[src/rtl/logic_op_pipe.sv]
// logic_op_pipe: elastic AND/OR/XOR/NAND unit with comb and pipelined results.
// Define LOGIC_OP_PIPE_CNT_EN to build the saturating xfer_cnt counter.
module logic_op_pipe #(
  parameter int WIDTH  = 8,
  parameter int STAGES = 2,
  parameter int CNT_W  = 16
) (
  input  logic             clk,
  input  logic             rst_n,
  input  logic             in_valid,
  output logic             in_ready,
  input  logic [WIDTH-1:0] in_a,
  input  logic [WIDTH-1:0] in_b,
  input  logic [1:0]       in_op,
  output logic [WIDTH-1:0] comb_y,
  output logic             out_valid,
  input  logic             out_ready,
  output logic [WIDTH-1:0] out_y,
  output logic             out_zero,
  output logic [CNT_W-1:0] xfer_cnt
);

  logic [STAGES-1:0] r_vld;
  logic [WIDTH-1:0]  r_data [STAGES];
  logic [STAGES-1:0] w_rdy;
  logic [STAGES-1:0] w_in_v;
  logic [WIDTH-1:0]  w_in_d [STAGES];

  always_comb begin
    comb_y = '0;
    unique case (in_op)
      2'b00: comb_y = in_a & in_b;
      2'b01: comb_y = in_a | in_b;
      2'b10: comb_y = in_a ^ in_b;
      2'b11: comb_y = ~(in_a & in_b);
    endcase
  end

  // A stage is ready if it or any stage downstream is empty, or the sink takes.
  always_comb begin : ready_chain
    logic w_acc;
    w_acc = out_ready;
    w_rdy = '0;
    for (int k = STAGES - 1; k >= 0; k--) begin
      w_acc    = w_acc | ~r_vld[k];
      w_rdy[k] = w_acc;
    end
  end

  always_comb begin
    w_in_v    = '0;
    w_in_v[0] = in_valid;
    w_in_d[0] = comb_y;
    for (int k = 1; k < STAGES; k++) begin
      w_in_v[k] = r_vld[k-1];
      w_in_d[k] = r_data[k-1];
    end
  end

  always_ff @(posedge clk or negedge rst_n) begin
    if (!rst_n) begin
      r_vld <= '0;
      for (int k = 0; k < STAGES; k++)
        r_data[k] <= '0;
    end else begin
      for (int k = 0; k < STAGES; k++) begin
        if (w_rdy[k]) begin
          r_vld[k] <= w_in_v[k];
          if (w_in_v[k])
            r_data[k] <= w_in_d[k];
        end
      end
    end
  end

  assign in_ready  = w_rdy[0];
  assign out_valid = r_vld[STAGES-1];
  assign out_y     = r_data[STAGES-1];
  assign out_zero  = out_valid && (out_y == '0);

`ifdef LOGIC_OP_PIPE_CNT_EN
  logic [CNT_W-1:0] r_cnt;
  logic             w_xfer;

  assign w_xfer = out_valid && out_ready;

  always_ff @(posedge clk or negedge rst_n) begin
    if (!rst_n)
      r_cnt <= '0;
    else if (w_xfer && (r_cnt != '1))
      r_cnt <= r_cnt + CNT_W'(1);
  end

  assign xfer_cnt = r_cnt;
`else
  assign xfer_cnt = '0;
`endif

endmodule

[config.mk]
export PLATFORM = sky130hd
export DESIGN_NAME = logic_op_pipe
export DESIGN_NICKNAME = d
export VERILOG_FILES = /design/src/rtl/logic_op_pipe.sv
export SDC_FILE = /design/constraint.sdc
export NUM_CORES = 1
export LEC_CHECK = 0
export BUFFER_PORTS_ARGS = -buffer_cell sky130_fd_sc_hd__buf_2
export CORE_MARGIN = 5
export CORE_UTILIZATION = 35
export DETAILED_ROUTE_END_ITERATION = 16
export PLACE_DENSITY_LB_ADDON = 0.3
export REMOVE_ABC_BUFFERS = 1
export SKIP_CTS_REPAIR_TIMING = 1
export SLEW_MARGIN = 20
export SYNTH_ARGS = -nofsm -noshare
export SYNTH_HDL_FRONTEND = slang
export SYNTH_SLANG_ARGS = --single-unit
[constraint.sdc]
create_clock -name clk -period 2.2 [get_ports clk]
set_input_delay 0 -clock clk [delete_from_list [all_inputs] [get_ports clk]]
set_output_delay 0 -clock clk [all_outputs]
set_load 0.005 [all_outputs]
; ---- Word-level counts from Yosys, hierarchy flattened
; Index checks and enable logic that the tools add are counted.
; W data, S select, Z words.
[totals]
wordCells = 21
input_bits = 22
out_inout_bits = 35
reg_bits = 18
[classes]
bitwise_logic = 8
n_reduce_logical = 5
eq_ne = 3
mux = 1
[ops]
columns = operator, n
row1 = $pmux W8 S4, 1
row2 = $and A8 B8 Y8, 1
row3 = $logic_not A8 Y1, 1
row4 = $not A8 Y8, 1
row5 = $or A8 B8 Y8, 1
row6 = $xor A8 B8 Y8, 1
row7 = $eq A2 B2 Y1 const B, 2
row8 = $reduce_and A2 Y1, 2
row9 = $eq A2 B1 Y1 const B, 1
row10 = $logic_not A2 Y1, 1
row11 = $not A1 Y1, 2
row12 = $or A1 B1 Y1, 2
row13 = $logic_and A1 B1 Y1, 1

; ---- Longest topological paths before layout
; Gate-level depths: netlist of run 1.
[logic_depth]
word_depth = 4
depth_mapped = 5
ltp_nobuf = 5

; ---- Worst setup path before layout of run 1
; Ideal clock, no wire load.
[synth_path]
path_type = flip-flop to output port
start = register r_data, in the netlist out_y[3]
end = output port out_zero
t_required_ns = 2.200
path_stages_with_launch = 3
arrival_ns = 1.126
setup_slack_ns = 1.074
cell_sequence = dfrtp_1 or4_4 nor4_2
[synth_between]
elab_chain_cells = 2
[synth_rtl]
columns = element, line_no
row1 = from (decl), 24  ; logic [WIDTH-1:0] r_data [STAGES];
row2 = "from (signal, indexed assignment)", 70  ; r_data[k] <= w_in_d[k];
row3 = $logic_not A8 Y1, 79  ; assign out_zero = out_valid && (out_y == '0);
row4 = $logic_and A1 B1 Y1, 79
row5 = to (decl), 19  ; output logic out_zero,
; No other way between the ends.

; ---- Worst setup path after layout of run 1
; Same ends and word-level chain as after synthesis.

==> results.yml, run 1 <==
layout:
  area_growth_pct: 10.40
  final_cell_mix: "buf_2 (40), dfrtp_1 (18), inv_1 (16), ha_1 (16), conb_1 (16)"
  nets: 226
  insertedDiodeCount: 0
  nFillCells: 426
  layout_commonest_cell: "buf_2"
  utilization: 0.3948
  drive_above_1_share: 0.2849
detailed_routing:
  wl_met3_um: 254
  drc: 0
  drt_pass1_iterations: 2
  wl_per_cell_um: 10.50
  route.met2.wl_um: 1066
  wl_um: 2479
  first_iter_violations: 33
  vias: 1051
  drt-vias-per-instance: 4.453
  topRoutingLayerUsed: "met4"
  wl_met1_um: 1133
  postRouteAntennaNets: 0
setup_path:
  cp.arrival_ns: 1.53
  required_ns: 2.20
  crit_type: "flip-flop to output port"
  worstSetupEndpointType: "output port"
  r2r_setup_slack_ns: 0.86
  worstPathMaxFanout: 3
  r2r_start: "r_vld[1]"
  startpoint_type: "flip-flop"
  crit-reg2reg-capture: "r_data[10]"
  worst_r2r_path_depth: 3
cts:
  cts.sink_count: 18
  clk_latency_ns: 0.25
  root_buffer: "clkbuf_8"
  clockBufferDepth: 2
  cts_buffers: 3
  cts_tree: "yes"
  cts.htree.levels: 1
  path_clk_slew_ns: 0.06
synth:
  yosysTopAreaCell: "dfrtp_1"
  synth_ff_type: "dfrtp_1"
  yosysWarnings: 0
  synth_area_per_cell_sq_um: 8.932
  ys_ff_latch: 18
  asyncSetResetFlopFracSynth: 1.000
  synthCells: 159
  netlist_area_sq_mm: 0.001420
  synth_top_cells_by_area: "dfrtp_1 (32%), ha_1 (14%), buf_4 (14%), mux2_2 (5.6%), a211o_1 (4.9%)"
  seq_area_frac_synth: 0.3172
  synth-edff-count: 0
  synthDistinctLibCells: 24
  synth_top_area_frac: 0.3172
global_route:
  grt_usage: 0.09681
  grt_pass1_vias: 966
  grt_overflow: 0
  grt_max_degree: 33
  antenna_found_initial: 0
  grt_pass1_wl_um: 4195
sta:
  setup_tns_ns: 0
  grt_setup_unrepaired: "false"
  fmax_mhz: 655.5
  maxSlewViolCount: 0
  finalCriticalPeriod_ns: 1.526
  setup-violations-final: 0
  finalCritPeriodShare: 0.6934
  fin_ws_ns: 0.6744
  hold_violations: 0
  fin_skew_ns: 0.001044
worst_hold_path:
  worstHoldStart: "out_ready"
  min_to: "r_vld[1]"
  hold_class: "input pin to flip-flop"
  min_path_cells: 3
floorplanning:
  fp.dieArea_sq_mm: 0.005432
  rows: 23
  io_pins: 57
  core_sq_mm: 0.003971
  die_y_um: 73.70
  start_util: 0.3576
  die_w_um: 73.70
power_and_ir_drop:
  p_leak_uw: 0.0008188
  worst_ir_drop_vdd_mv: 0.2358
  p_per_area_mw_per_mm2: 595.8
  fin_total_pwr_uw: 934.1
placed_design:
  pre_cts_ws_ns: 0.8572
  gp_congestion: 0.7166
  place_hpwl_um: 2111
  port_buffers: 40
status:
  status: "finished clean"
job:
  maxCapViolCount: 0
metal layers:
layer / vias up / global-route usage
li1: 547 / -
met1: 462 / 0.1242
met2: 40 / 0.1585
met3: 2 / 0.02462
met4: 0 / 0.03018
met5: - / 0
registers in the layout, indices dropped and copies added, names as in the netlist:
signal,flops
out_y,8
r_data,8
r_vld,2
synthesized netlist by cell type (3+ instances only):
library cell,n
o211ai_1,6
nand2b_1,3
a21oi_1,8
buf_4,26
ha_1,16
inv_1,16
a211o_1,8
nor2b_1,4
nand2_1,15
buf_2,3
a31oi_1,8
dfrtp_1,18
mux2_2,7
nor2_1,9
cell type report:
cell class	instances	area [sq um]	share of cell area
repair buffers	41	210.2	0.1341
clock buffers	3	41.29	0.02634
multi-input cells	108	743.2	0.4741
inverters	16	60.06	0.03831
flip-flops and latches	18	450.4	0.2873
well taps	50	62.56	0.03990
worst max-delay path, stage by stage (launching register included):
cell	delay [ns]
dfrtp_1	0.38
or4_4	0.54
nor4_2	0.21
buf_2	0.15
cell families (layout without fill, tap and decap cells):
kind of cell / Yosys count / count (layout) / share of synthesized area
AO/OA/AOI/OAI: 32 / 32 / 0.1515
adder cells (fa/ha/maj): 16 / 16 / 0.1410
buffers and inverters: 48 / 60 / 0.1991
flip-flops: 18 / 18 / 0.3172
multiplexers: 8 / 8 / 0.06344
other: 1 / 16 / 0.002641
AND/OR/NAND/NOR: 36 / 36 / 0.1251
power breakdown:
| part | internal (uW) | total [uW] | switching [uW] |
|---|---|---|---|
| Combinational | 136 | 268 | 132 |
| Sequential | 400 | 446 | 46.1 |
| Clock | 121 | 220 | 98.6 |
| Total | 658 | 934 | 276 |
worst max path at each step:
stage / slack (ns) / end / from / depth (start not counted)
6_report: 0.67 / out_zero / out_y[3] / 3
5_1_grt: 0.62 / out_zero / out_y[3] / 3
4_1_cts: 0.66 / out_zero / out_y[3] / 3
3_5_place_dp: 0.86 / r_data[9] / r_vld[1] / 3
3_3_place_gp: 0.90 / r_data[13] / r_vld[1] / 3
2_1_floorplan: 1.02 / r_data[15] / r_vld[1] / 3
stage by stage:
stage                     hold WS [ns]  instances  cell area (sq um)
after floorplan                -0.2956        142               1254
after global placement        -0.04990        232               1516
after detailed placement      -0.05520        232               1516
after CTS                      -0.3253        235               1558
after global routing           0.09400        236               1568
final                          0.06168        236               1568
(Power assumes the default switching activity.)
==> run 2: changes to the inputs <==
==> constraint.sdc (replaced) <==
create_clock -name clk -period 1.4 [get_ports clk]
set_input_delay 0 -clock clk [delete_from_list [all_inputs] [get_ports clk]]
set_output_delay 0 -clock clk [all_outputs]
set_load 0.005 [all_outputs]
==> run 2 against run 1 <==
Compared with the run above: the run now ends with setup timing left; critical path depth did not move; total power rose by 66%; setup slack got worse by 0.74 ns; sequential cell count did not move; sequential share of layout area fell by 0.65 points; core utilization rose by 0.91 points; largest cell class unchanged; highest routed layer unchanged.
==> results.yml, run 2 (same netlist as run 1, synthesis figures left out) <==
status:
  status: "finished with violations"
  violations: "setup timing"
layout:
  nFillCells: 421
  insertedDiodeCount: 0
  nets: 229
  regArea_sq_um: 450.4
  area_growth_pct: 12.95
  stdcell_area_sq_mm: 0.001604
  drive_above_1_share: 0.3000
  multi_input_area_sq_um: 743.2
  stdcell_count: 240
  layout_commonest_cell: "buf_2"
  final_cell_mix: "buf_2 (40), dfrtp_1 (18), inv_1 (16), ha_1 (16), conb_1 (16)"
detailed_routing:
  drt_pass1_iterations: 4
  wl_per_cell_um: 10.75
  drc: 0
  first_iter_violations: 22
  drt-vias-per-instance: 4.533
  wl_um: 2581
  vias: 1088
  postRouteAntennaNets: 0
sta:
  fmax_mhz: 684.1
  finalCriticalPeriod_ns: 1.462
  maxSlewViolCount: 0
  whs_ns: 0.04934
  finalCritPeriodShare: 1.044
  setup_tns_ns: -0.06180
  fin_skew_ns: 0.001709
  fin_ws_ns: -0.06180
  setup-violations-final: 1
  grt_setup_unrepaired: "true"
  hold_violations: 0
worst_hold_path:
  hold_class: "input pin to flip-flop"
  min_path_cells: 3
global_route:
  antenna_found_initial: 0
  grt_usage: 0.09535
  grt_max_degree: 32
  grt_pass1_wl_um: 4133
  met1_usage: 0.1240
  busiest_layer: "met2"
  grtUsageMet2: 0.1486
  grt_pass1_vias: 975
  grt_overflow: 0
  grtUsageMet3: 0.02326
setup_path:
  worstSetupEndpointType: "output port"
  critPathMaxStageDelay_ns: 0.53
  worst_r2r_path_depth: 3
  crit_type: "flip-flop to output port"
  startpoint_type: "flip-flop"
  worstPathMaxFanout: 3
  required_ns: 1.40
  cp.arrival_ns: 1.46
  cp_cell_sequence: "or4_4, nor4_2, buf_2"
  cp_slowest_cell: "or4_4"
power_and_ir_drop:
  p_leak_uw: 0.0008399
  worst_ir_drop_vdd_mv: 0.3800
  p_per_area_mw_per_mm2: 967.3
cts:
  cts.htree.levels: 1
  path_clk_slew_ns: 0.06
  cts.sink_count: 18
  cts_buffers: 3
  cts_tree: "yes"
  root_buffer: "clkbuf_8"
  clk_latency_ns: 0.25
  clockBufferDepth: 2
floorplanning:
  core_sq_mm: 0.003971
  fp.dieArea_sq_mm: 0.005432
  rows: 23
  io_pins: 57
  start_util: 0.3576
  die_y_um: 73.70
  die_w_um: 73.70
placed_design:
  place_hpwl_um: 2155
  dp_cells: 234
  pre_cts_ws_ns: 0.1446
  gp_congestion: 0.6949
  port_buffers: 40
  placed_area_sq_mm: 0.001531
job:
  maxCapViolCount: 0
run 2: final cells by class:
type,instances,area share
Clock buffer,4,0.03432
Inverter,16,0.03744
Timing Repair Buffer,44,0.1451
Multi-Input combinational cell,108,0.4633
Tap cell,50,0.03900
Sequential cell,18,0.2808
run 2: through the flow:
step / total power, uW / util
finish: 1552 / 0.4039
global route: 1674 / 0.4039
CTS: 1564 / 0.3995
detailed placement: 1146 / 0.3856
global placement: 1134 / 0.3856
floorplan: 931.4 / -
run 2: routing by layer:
metal | routed length [um] | vias up
met5 | 0 | -
met2 | 1148 | 37
met4 | 25 | 0
li1 | - | 561
met3 | 205 | 2
met1 | 1202 | 488
run 2: final timing paths:
path / from / end / slack (ns)
worst max-delay path: out_y[4] / out_zero / -0.06
worst min-delay path: out_ready / r_vld[1] / 0.05
worst max register to register: r_vld[1] / out_y[2] / 0.26
worst min register to register: r_data[9] / out_y[1] / 0.51
max in group asynchronous: rst_n / r_data[12] / 0.90
min in group asynchronous: rst_n / out_y[1] / 0.21
run 2: worst max-delay path: cells and delay by family (launching register included):
kind,cells,cell delay [ns]
buffers and inverters,1,0.15
flip-flops,1,0.39
AND/OR/NAND/NOR,2,0.67
run 2: power breakdown:
part	switching [uW]	internal, uW	leakage [uW]
clock network	161	249	0.0000288
registers	73.9	628	0.000198
logic	211	228	0.000613
total	446	1110	0.000840
==> run 3: changes to the inputs <==
--- a/config.mk
+++ b/config.mk
@@ -7,7 +7,7 @@
 export LEC_CHECK = 0
 export BUFFER_PORTS_ARGS = -buffer_cell sky130_fd_sc_hd__buf_2
 export CORE_MARGIN = 5
-export CORE_UTILIZATION = 35
+export CORE_UTILIZATION = 52
 export DETAILED_ROUTE_END_ITERATION = 16
 export PLACE_DENSITY_LB_ADDON = 0.3
 export REMOVE_ABC_BUFFERS = 1
==> constraint.sdc (replaced) <==
create_clock -name clk -period 1.8 [get_ports clk]
set_input_delay 0 -clock clk [delete_from_list [all_inputs] [get_ports clk]]
set_output_delay 0 -clock clk [all_outputs]
set_load 0.005 [all_outputs]
==> run 3 against run 2 <==
Compared with the run above: the run now ends clean; register-to-register slack better by 0.37 ns; clock skew up 0.0020 ns; critical path depth unchanged; sequential share of layout area up 1.0 points; non-clock buffer count down 2; hold slack worse by 0.026 ns; die area down 29%; clock power down 39%; final area down 3.6%; setup slack better by 0.28 ns; global-route usage up 4.8 points; critical endpoint unchanged; largest power group unchanged.
==> results.yml, run 3 (same netlist as run 1, synthesis figures left out) <==
status:
  status: "finished clean"
setup_path:
  startpoint_type: "flip-flop"
  required_ns: 1.80
  r2r_start: "r_vld[1]"
  r2r_setup_slack_ns: 0.63
  worst_r2r_path_depth: 3
  cp.arrival_ns: 1.58
  worstSetupEndpointType: "output port"
  crit-reg2reg-capture: "out_y[0]"
  crit_type: "flip-flop to output port"
  worstPathMaxFanout: 3
worst_hold_path:
  min_path_cells: 3
  hold_class: "input pin to flip-flop"
  worstHoldStart: "out_ready"
  min_to: "r_vld[1]"
layout:
  area_growth_pct: 8.898
  multi_input_area_sq_um: 743.2
  insertedDiodeCount: 0
  final_cell_mix: "buf_2 (40), dfrtp_1 (18), inv_1 (16), ha_1 (16), conb_1 (16)"
  drive_above_1_share: 0.2926
  regArea_sq_um: 450.4
  nFillCells: 256
  nets: 227
  layout_commonest_cell: "buf_2"
  stdcell_count: 219
power_and_ir_drop:
  switching_share: 0.3145
  p_leak_uw: 0.0008226
  pwr-share-seq: 0.481
  worst_ir_drop_vdd_mv: 0.5457
  p_comb_frac: 0.300
  switching_power_uw: 357.8
  power_frac_clock: 0.219
  p_per_area_mw_per_mm2: 735.7
  internal_power_uw: 780.0
sta:
  finalCritPeriodShare: 0.8779
  hold_violations: 0
  finalCriticalPeriod_ns: 1.580
  fin_skew_ns: 0.003670
  maxSlewViolCount: 0
  setup_tns_ns: 0
  setup-violations-final: 0
  fmax_mhz: 632.8
  grt_setup_unrepaired: "false"
detailed_routing:
  drt-vias-per-instance: 5.082
  wl_um: 2712
  drt_pass1_iterations: 4
  wl_per_cell_um: 12.38
  vias: 1113
  drc: 0
  postRouteAntennaNets: 0
  first_iter_violations: 47
placed_design:
  port_buffers: 40
  gp_congestion: 0.7677
  dp_cells: 214
  place_hpwl_um: 2188
cts:
  clk_latency_ns: 0.29
  root_buffer: "clkbuf_4"
  path_clk_slew_ns: 0.10
  cts.htree.levels: 1
  cts_buffers: 3
  cts_tree: "yes"
  clockBufferDepth: 2
  cts.sink_count: 18
global_route:
  grt_pass1_wl_um: 4698
  grt_usage: 0.1438
  grt_pass1_vias: 1117
  antenna_found_initial: 0
  grt_max_degree: 33
  grt_overflow: 0
floorplanning:
  fp.dieArea_sq_mm: 0.003876
  io_pins: 57
  rows: 19
  die_y_um: 62.26
  start_util: 0.5286
  die_w_um: 62.26
  core_sq_mm: 0.002686
job:
  maxCapViolCount: 0
[run 3: power by group through the flow]
| stage | registers (uW) | clock network [uW] | logic (uW) |
|---|---|---|---|
| floorplan | 548 | 0 | 176 |
| global route | 559 | 270 | 390 |
| global placement | 546 | 0 | 330 |
| finish | 547 | 249 | 342 |
| CTS | 546 | 251 | 345 |
| detailed placement | 555 | 0 | 344 |
[run 3: worst max-delay path by stage]
stage	startpoint	endpoint	slack (ns)	depth (start not counted)
3_5_place_dp	out_y[3]	out_zero	0.55	3
2_1_floorplan	r_vld[1]	r_data[15]	0.62	3
5_1_grt	out_y[3]	out_zero	0.16	3
6_report	out_y[3]	out_zero	0.22	3
3_3_place_gp	out_y[3]	out_zero	0.56	3
4_1_cts	out_y[3]	out_zero	0.21	3
[run 3: metal layers]
metal | track usage | up-vias | share of wire
met3 | 0.03784 | 2 | 0.056
met2 | 0.2474 | 30 | 0.51
met4 | 0.05305 | 0 | 0.0052
li1 | - | 553 | -
met1 | 0.1705 | 528 | 0.42
met5 | 0 | - | 0
[run 3: critical path, cell delays in order (launching register included)]
cell	delay [ns]
dfrtp_1	0.41
or4_4	0.53
nor4_2	0.20
buf_2	0.14
[run 3: stage by stage]
stage / setup slack (ns) / hold WS [ns] / total power (uW) / utilization / instance area [sq um]
floorplan: 0.6186 / -0.2956 / 724.4 / - / 1254
global placement: 0.5590 / -0.06314 / 876.1 / 0.5585 / 1500
detailed placement: 0.5451 / -0.05482 / 899.6 / 0.5585 / 1500
CTS: 0.2135 / -0.3783 / 1143 / 0.5720 / 1536
global route: 0.1637 / 0.01983 / 1219 / 0.5757 / 1546
finish: 0.2198 / 0.02309 / 1138 / 0.5757 / 1546
[run 3: area by class of cell]
type | count | share of cell area
flip-flops and latches | 18 | 0.2913
inverters | 16 | 0.03884
repair buffers | 42 | 0.1408
clock buffers | 4 | 0.02346
multi-input cells | 108 | 0.4806
well taps | 31 | 0.02508
